$ cat config.mk
export PLATFORM = sky130hd
export DESIGN_NAME = qarma64_arbiter
export DESIGN_NICKNAME = d
export VERILOG_FILES = /design/src/rtl/qarma64_arbiter.sv
export SDC_FILE = /design/constraint.sdc
export NUM_CORES = 1
export LEC_CHECK = 0
export CORE_AREA = 4 4 348 350
export CTS_BUF_LIST = sky130_fd_sc_hd__clkbuf_4 sky130_fd_sc_hd__clkbuf_8
export CTS_CLUSTER_DIAMETER = 100
export CTS_CLUSTER_SIZE = 20
export DETAILED_ROUTE_END_ITERATION = 10
export DIE_AREA = 0 0 352 354
export REMOVE_ABC_BUFFERS = 1
export SETUP_SLACK_MARGIN = 0.4
export SLEW_MARGIN = 0
export SYNTH_ARGS = -nofsm -noshare
export SYNTH_HDL_FRONTEND = slang
export SYNTH_SLANG_ARGS = --single-unit
export TNS_END_PERCENT = 5
$ cat constraint.sdc
create_clock -name clk -period 2.3 [get_ports clk]
set_input_delay 0.69 -clock clk [delete_from_list [all_inputs] [get_ports clk]]
set_output_delay 0.69 -clock clk [all_outputs]
set_load 0.1 [all_outputs]
$ cat src/rtl/qarma64_arbiter.sv
// Two-requester round-robin front end for a single QARMA-64 core (IDLE/LOAD/RUN/RESP).
// Defining QARMA_ARB_TIMEOUT_EN adds a RUN-state abort timer limited by TIMEOUT_CYCLES.
module qarma64_arbiter #(
  parameter int unsigned TIMEOUT_CYCLES = 32
) (
  input  logic         clk,
  input  logic         reset_n,
  input  logic [1:0]   req_valid,
  output logic [1:0]   req_ready,
  input  logic [127:0] req_in,
  input  logic [127:0] req_tweak,
  input  logic [255:0] req_key,
  output logic [1:0]   rsp_valid,
  input  logic [1:0]   rsp_ready,
  output logic [63:0]  rsp_data,
  output logic         rsp_err,
  output logic         core_rst_n,
  output logic [63:0]  core_in,
  output logic [63:0]  core_tweak,
  output logic [127:0] core_key,
  input  logic [63:0]  core_out,
  input  logic         core_ready
);

  typedef enum logic [1:0] {
    IDLE,
    LOAD,
    RUN,
    RESP
  } state_t;

  state_t        state;
  state_t        state_nxt;
  logic          last_grant;
  logic          cur_id;
  logic          grant_any;
  logic          grant_id;
  logic [1:0]    grant_vec;
  logic [1:0]    cur_vec;
  logic [63:0]   hold_in;
  logic [63:0]   hold_tweak;
  logic [127:0]  hold_key;
  logic [63:0]   rsp_data_q;
  logic [1:0]    rsp_valid_q;
  logic          core_rst_n_q;
  logic          run_timeout;
  logic          run_abort;
  logic          rsp_taken;

  // On a tie the requester that did not win last time is served.
  always_comb begin
    grant_any = |req_valid;
    grant_id  = 1'b0;
    if (req_valid == 2'b11) begin
      grant_id = ~last_grant;
    end else if (req_valid[1]) begin
      grant_id = 1'b1;
    end
    grant_vec = grant_id ? 2'b10 : 2'b01;
  end

  assign cur_vec   = cur_id ? 2'b10 : 2'b01;
  assign rsp_taken = cur_id ? rsp_ready[1] : rsp_ready[0];
  assign run_abort = ~core_ready & run_timeout;

  always_comb begin
    state_nxt = state;
    req_ready = '0;
    unique case (state)
      IDLE: begin
        if (grant_any) begin
          state_nxt = LOAD;
          req_ready = grant_vec & {2{reset_n}};
        end
      end
      LOAD: state_nxt = RUN;
      RUN: begin
        if (core_ready || run_abort) begin
          state_nxt = RESP;
        end
      end
      RESP: begin
        if (rsp_taken) begin
          state_nxt = IDLE;
        end
      end
      default: state_nxt = IDLE;
    endcase
  end

  always_ff @(posedge clk) begin
    if (!reset_n) begin
      state        <= IDLE;
      last_grant   <= 1'b1;
      cur_id       <= 1'b0;
      hold_in      <= '0;
      hold_tweak   <= '0;
      hold_key     <= '0;
      rsp_valid_q  <= '0;
      rsp_data_q   <= '0;
      core_rst_n_q <= 1'b0;
    end else begin
      state        <= state_nxt;
      // Registered so the load strobe is glitch-free and low while in reset.
      core_rst_n_q <= (state_nxt != LOAD);
      case (state)
        IDLE: begin
          if (grant_any) begin
            last_grant <= grant_id;
            cur_id     <= grant_id;
            hold_in    <= grant_id ? req_in[127:64]    : req_in[63:0];
            hold_tweak <= grant_id ? req_tweak[127:64] : req_tweak[63:0];
            hold_key   <= grant_id ? req_key[255:128]  : req_key[127:0];
          end
        end
        RUN: begin
          if (core_ready) begin
            rsp_data_q  <= core_out;
            rsp_valid_q <= cur_vec;
          end else if (run_abort) begin
            rsp_data_q  <= '0;
            rsp_valid_q <= cur_vec;
          end
        end
        RESP: begin
          if (rsp_taken) begin
            rsp_valid_q <= '0;
          end
        end
        default: ;
      endcase
    end
  end

`ifdef QARMA_ARB_TIMEOUT_EN
  logic [5:0] timeout_cnt;
  logic       rsp_err_q;

  always_ff @(posedge clk) begin
    if (!reset_n) begin
      timeout_cnt <= '0;
      rsp_err_q   <= 1'b0;
    end else begin
      if (state == LOAD) begin
        timeout_cnt <= '0;
      end else if (state == RUN) begin
        timeout_cnt <= timeout_cnt + 6'd1;
      end
      if (state == RUN && core_ready) begin
        rsp_err_q <= 1'b0;
      end else if (state == RUN && run_abort) begin
        rsp_err_q <= 1'b1;
      end
    end
  end

  // Abort is taken on the RUN cycle after the count reaches the limit,
  // giving 1 (accept) + 1 (LOAD) + TIMEOUT_CYCLES + 1 cycles to rsp_valid.
  assign run_timeout = ({1'b0, timeout_cnt} == 7'(TIMEOUT_CYCLES + 1));
  assign rsp_err     = rsp_err_q;
`else
  logic unused_timeout_cfg;
  assign unused_timeout_cfg = ^TIMEOUT_CYCLES;
  assign run_timeout        = 1'b0;
  assign rsp_err            = 1'b0;
`endif

  assign rsp_valid  = rsp_valid_q;
  assign rsp_data   = rsp_data_q;
  assign core_rst_n = core_rst_n_q;
  assign core_in    = hold_in;
  assign core_tweak = hold_tweak;
  assign core_key   = hold_key;

endmodule

Word level (Yosys, flattened, before mapping)
Index checks and enable logic that the tools add are counted.

Input port bits: 583. Logic and storage cells: 41. Output and inout port bits: 326. Flip-flop bits (word level): 327.

Equality and inequality tests: 7. Bitwise logic cells: 2. Mux-type cells: 17. Reductions and logical operators: 6.

Operator list (count): $mux W128 (1); $mux W64 (2); $mux W2 (9); $pmux W2 S4 (1); $eq A2 B2 Y1 const B (3); $ne A2 B2 Y1 const B (2); $pmux W2 S2 (1); $reduce_and A2 Y1 (2); $mux W1 (3); $reduce_and A3 Y1 (1); $and A2 B2 Y2 (1); $eq A2 B1 Y1 const B (1); $logic_not A2 Y1 (1); $ne A2 B1 Y1 const B (1); $reduce_bool A2 Y1 (1); $reduce_or A2 Y1 (1); $not A1 Y1 (1).

Depth between registers and ports, before layout
Gate-level depths: netlist of run 1.

Word-level depth: 6. Gate-level depth with buffers: 7. Mapped depth without buffers: 3.

Least setup slack after synthesis of run 1
OpenSTA, ideal clock, no wires.

Kind: input port to output port. Start point: input req_valid[1]. End point: output req_ready[0]. Cell stages on the path: 6. Path slack: -1.837 ns. Path buffers: 3. Arrival: 3.447 ns. Cell sequence: or2_1 > buf_2 > buf_4 > clkbuf_1 > nand2_1 > nor3_1.

Word-level cells in the longest chain between the ends: 6. Elaborated cells between the ends (all ways): 8. Classes of those cells: eq/ne (1); mux (5); bitwise (1); reduce/logical (1).

RTL lines: start: declaration (RTL line 8) `input logic [1:0] req_valid,`; $eq A2 B2 Y1 / $mux W1 (equally long branches) (RTL line 54, 56); $mux W1 (RTL line 54) `if (req_valid == 2'b11) begin`; $mux W2 (RTL line 59) `grant_vec = grant_id ? 2'b10 : 2'b01;`; $and A2 B2 Y2 (RTL line 73) `req_ready = grant_vec & {2{reset_n}};`; $mux W2 * (RTL line 71) `if (grant_any) begin`; $mux W2 * (RTL line 69) `unique case (state)`; end: declaration (RTL line 9) `output logic [1:0] req_ready,`.

Mark *: on every way between the ends. The rest lies on a longest branch, timed or not.

Final worst setup path of run 1
Start point: register state[1]. End point: output req_ready[1].

Word-level cells in the longest chain between the ends: 2.

RTL lines: start: declaration (RTL line 32) `state_t state;`; start signal: assignment (RTL line 103) `state <= state_nxt;`; $logic_not A2 Y1 (RTL line 69); $mux W2 (RTL line 69).

No other way between the ends.

==> flow_metrics.env, run 1 <==
export IMPL_crit_path_start="state[1]"
export IMPL_synth_distinct_cells=29
export IMPL_ff2ff_path_depth=6
export IMPL_final_setup_violation_count=2
export IMPL_dr_vias_cell=4.14
export IMPL_worstMarginPinSlew_ps=778
export IMPL_vias_in_the_first_global_route=17600
export IMPL_nNetsFinal=3242
export IMPL_crit_path_max_fanout=5
export IMPL_number_of_top_level_design_ports=909
export IMPL_critPathRequiredTime_ps=1610
export IMPL_detailedRoute_firstPassIterationCount=5
export IMPL_area_delta_synth_final_pct=106
export IMPL_most_common_layout_cells="sky130_fd_sc_hd__nand2_1 (641), sky130_fd_sc_hd__clkdlybuf4s50_1 (579), sky130_fd_sc_hd__buf_12 (366)"
export IMPL_regArea_um2=7120
export IMPL_initial_utilization_pct=13.1
export IMPL_die_area_um2=125000
export IMPL_maxCapViolations=0
export IMPL_endpoint_of_the_worst_register_to_register_path="core_key[41]"
export IMPL_post_synth_top_area_fraction_pct=42.4
export IMPL_final_common_cell="sky130_fd_sc_hd__nand2_1"
export IMPL_cts_root_to_sink_buffers=3
export IMPL_maximum_number_of_pins_on_one_net_before_global_route_repair=121
export IMPL_cellLeakagePower_nw=11.4
export IMPL_grt_usage_pct=15.2
export IMPL_cts_buffers_inserted=26
export IMPL_slew_violations=0
export IMPL_post_route_worst_setup_slack_ps=-124
export IMPL_yosys_register_bits=327
export IMPL_worst_slack_on_hold_paths_ps=480
export IMPL_crit_reg2reg_launch="state[1]"
export IMPL_synth_yosys_seq_area_share_pct=42.4
export IMPL_fp_dieW_um=352
export IMPL_dr_wl_cell_um=23.9
export IMPL_yosys_top_cells_area="sky130_fd_sc_hd__dfxtp_1 (42%), sky130_fd_sc_hd__a311oi_2 (22%), sky130_fd_sc_hd__nand2_1 (16%), sky130_fd_sc_hd__a21oi_1 (10%), sky130_fd_sc_hd__clkbuf_1 (3.1%)"
export IMPL_cts_tree="yes"
export IMPL_finalWirelength_mm=101
export IMPL_place_worst_setup_slack_ps=-290
export IMPL_worstSkewPairLatency_ps=710
export IMPL_irDropWorstVdd_uv=409
export IMPL_grt_pass1_wl_mm=138
export IMPL_endpoint="req_ready[1]"
export IMPL_p_per_area_nw_per_um2=782
export IMPL_ctsHoldBuffers=0
export IMPL_fill_cell_instance_count_of_the_final_layout=12300
export IMPL_rrSetupSlack_ps=380
export IMPL_core_rowCount=126
export IMPL_hold_viol=0
export IMPL_totalPowerFinal_mw=24.8
export IMPL_unrepaired_setup_endpoints_after_global_routing="yes"
export IMPL_gp_congestion=0.886
export IMPL_critical_path_endpoint_type="output port"
export IMPL_cts_root_buffer="sky130_fd_sc_hd__clkbuf_8"
export IMPL_finalClockSkew_ps=28.6
export IMPL_run_status="finished with violations"
export IMPL_ys_warn_count=0
export IMPL_cp_class="reg2out"
export IMPL_core_area_um2=118000
export IMPL_cp_data_arrival_time_ps=1730
export IMPL_worst_slew_margin_rel_pct=48.1
export IMPL_syn_cell_area_um2=15400
export IMPL_place_detailed_hpwl_mm=80.9
export IMPL_setup_total_negative_slack_ps=-230
export IMPL_globalRouteOverflowTotal=0
export IMPL_cts_max_level=1
export IMPL_final_period_utilization_pct=105
export IMPL_timing_hold_worst_class="reg2reg"
export IMPL_post_route_cells_drive_above_1_share_pct=41.3
export IMPL_critical_path_start_type="register"
export IMPL_place_port_buffers=907
export IMPL_dr_iter_0_viols=1034
export IMPL_dr_total_vias=17400
export IMPL_numClockSinks=327
export IMPL_synth_largest_area_cell="sky130_fd_sc_hd__dfxtp_1"
export IMPL_antenna_found_initial=31
export IMPL_failed_checks="setup timing"
export IMPL_drt_antenna_violating_nets=0
export IMPL_multi_input_area_um2=8010
export IMPL_clk_pin_slew_worst_paths_ps=130
export IMPL_achievable_frequency_mhz=413
export IMPL_synth_cells=1772
export IMPL_drc_errors=0
export IMPL_fp_dieH_um=354
export IMPL_final_min_clock_period_ps=2420
export IMPL_syn_avg_cell_area_um2=8.70
==> through the flow <==
step | instance area (um2) | cells | utilization [%]
2_1_floorplan | 14400 | 1576 | -
3_3_place_gp | 27200 | 4151 | 23.1
3_5_place_dp | 27200 | 4151 | 23.1
4_1_cts | 30900 | 4199 | 26.2
5_1_grt | 31700 | 4210 | 26.9
6_report | 31700 | 4215 | 26.9
==> state kept, by name, indices dropped and copies added (netlist names) <==
signal	count
core_in	64
rsp_data	64
state	2
core_tweak	64
last_grant	1
core_rst_n	1
cur_id	1
rsp_valid	2
core_key	128
==> per-layer routing <==
metal / global-route usage [%] / wire, um / up-vias
met2: 27.1 / 50300 / 692
met3: 5.11 / 8040 / 128
met1: 18.0 / 40500 / 8509
met5: 0 / 61 / -
li1: - / - / 8099
met4: 2.03 / 1920 / 8
==> logic make-up after synthesis <==
family | synth area share (%)
and+or+nand+nor | 16.3
muxes | 0.0649
other | 0.0243
buffers and inverters | 6.53
DFF | 42.4
AOI/OAI and AO/OA | 34.6
==> power by group <==
group / internal [mW] / switching, mW
Sequential: 6.56 / 0.862
Combinational: 5.16 / 8.35
Clock: 1.30 / 2.56
==> how the worst min path moves through the flow <==
| stage | startpoint | end | slack (ps) | depth (start not counted) |
|---|---|---|---|---|
| 5_1_grt | core_out[3] | rsp_data[3] | 430 | 3 |
| 3_3_place_gp | rsp_data[32] | rsp_data[32] | 440 | 2 |
| 3_5_place_dp | rsp_data[22] | rsp_data[22] | 450 | 2 |
| 2_1_floorplan | cur_id | rsp_valid[1] | 490 | 2 |
| 6_report | rsp_data[18] | rsp_data[18] | 480 | 2 |
| 4_1_cts | core_out[47] | rsp_data[47] | 390 | 3 |
==> synth_stat cells <==
cell,count
sky130_fd_sc_hd__a311oi_2,229
sky130_fd_sc_hd__buf_4,7
sky130_fd_sc_hd__and3_1,2
sky130_fd_sc_hd__and2_1,1
sky130_fd_sc_hd__nand3b_1,1
sky130_fd_sc_hd__and3b_1,1
sky130_fd_sc_hd__dfxtp_1,327
sky130_fd_sc_hd__nand3_1,5
sky130_fd_sc_hd__inv_2,1
sky130_fd_sc_hd__nand2_1,642
sky130_fd_sc_hd__or2_1,1
sky130_fd_sc_hd__nor3_1,3
sky130_fd_sc_hd__nand4_1,2
sky130_fd_sc_hd__a21bo_2,1
sky130_fd_sc_hd__buf_1,12
sky130_fd_sc_hd__o21ai_0,2
sky130_fd_sc_hd__a31oi_1,1
sky130_fd_sc_hd__conb_1,1
sky130_fd_sc_hd__mux2i_1,1
sky130_fd_sc_hd__buf_6,29
sky130_fd_sc_hd__o311ai_0,1
sky130_fd_sc_hd__a21oi_1,321
sky130_fd_sc_hd__a21boi_2,1
sky130_fd_sc_hd__a311oi_1,27
sky130_fd_sc_hd__a21boi_0,1
sky130_fd_sc_hd__o21a_1,1
sky130_fd_sc_hd__nor2_1,3
sky130_fd_sc_hd__clkbuf_1,129
sky130_fd_sc_hd__buf_2,19
==> area by class of cell <==
cell class	count	area share (%)
antenna	7	0.0552
clock buffer	26	1.13
clock inverter	15	0.592
inverter	1	0.0355
multi-input combinational	1248	25.2
sequential	327	22.4
tap	1536	6.06
timing repair buffer	1055	44.5
==> critical path: stages, from the launching register on <==
cell,delay (ps)
sky130_fd_sc_hd__dfxtp_4,390
sky130_fd_sc_hd__nor2_4,140
sky130_fd_sc_hd__buf_4,130
sky130_fd_sc_hd__and3_4,200
sky130_fd_sc_hd__buf_12,170
==> what timing repair did <==
item | CTS | global route
cloned | 0 | 0
setup buffers | 7 | 9
hold endpoints to repair | 0 | 0
pin swaps | 3 | 13
setup endpoints to repair | 390 | 459
resized for setup | 942 | 243
No activity file was read; power rests on OpenSTA's default activity.
==> run 2: changes to the inputs <==
--- a/config.mk
+++ b/config.mk
@@ -11,6 +11,7 @@
 export CTS_CLUSTER_SIZE = 20
 export DETAILED_ROUTE_END_ITERATION = 10
 export DIE_AREA = 0 0 352 354
+export GPL_ROUTABILITY_DRIVEN = 0
 export REMOVE_ABC_BUFFERS = 1
 export SETUP_SLACK_MARGIN = 0.4
 export SLEW_MARGIN = 0
==> results of run 2 <==
Final layout, timing and power as in run 1 (identical DEF).
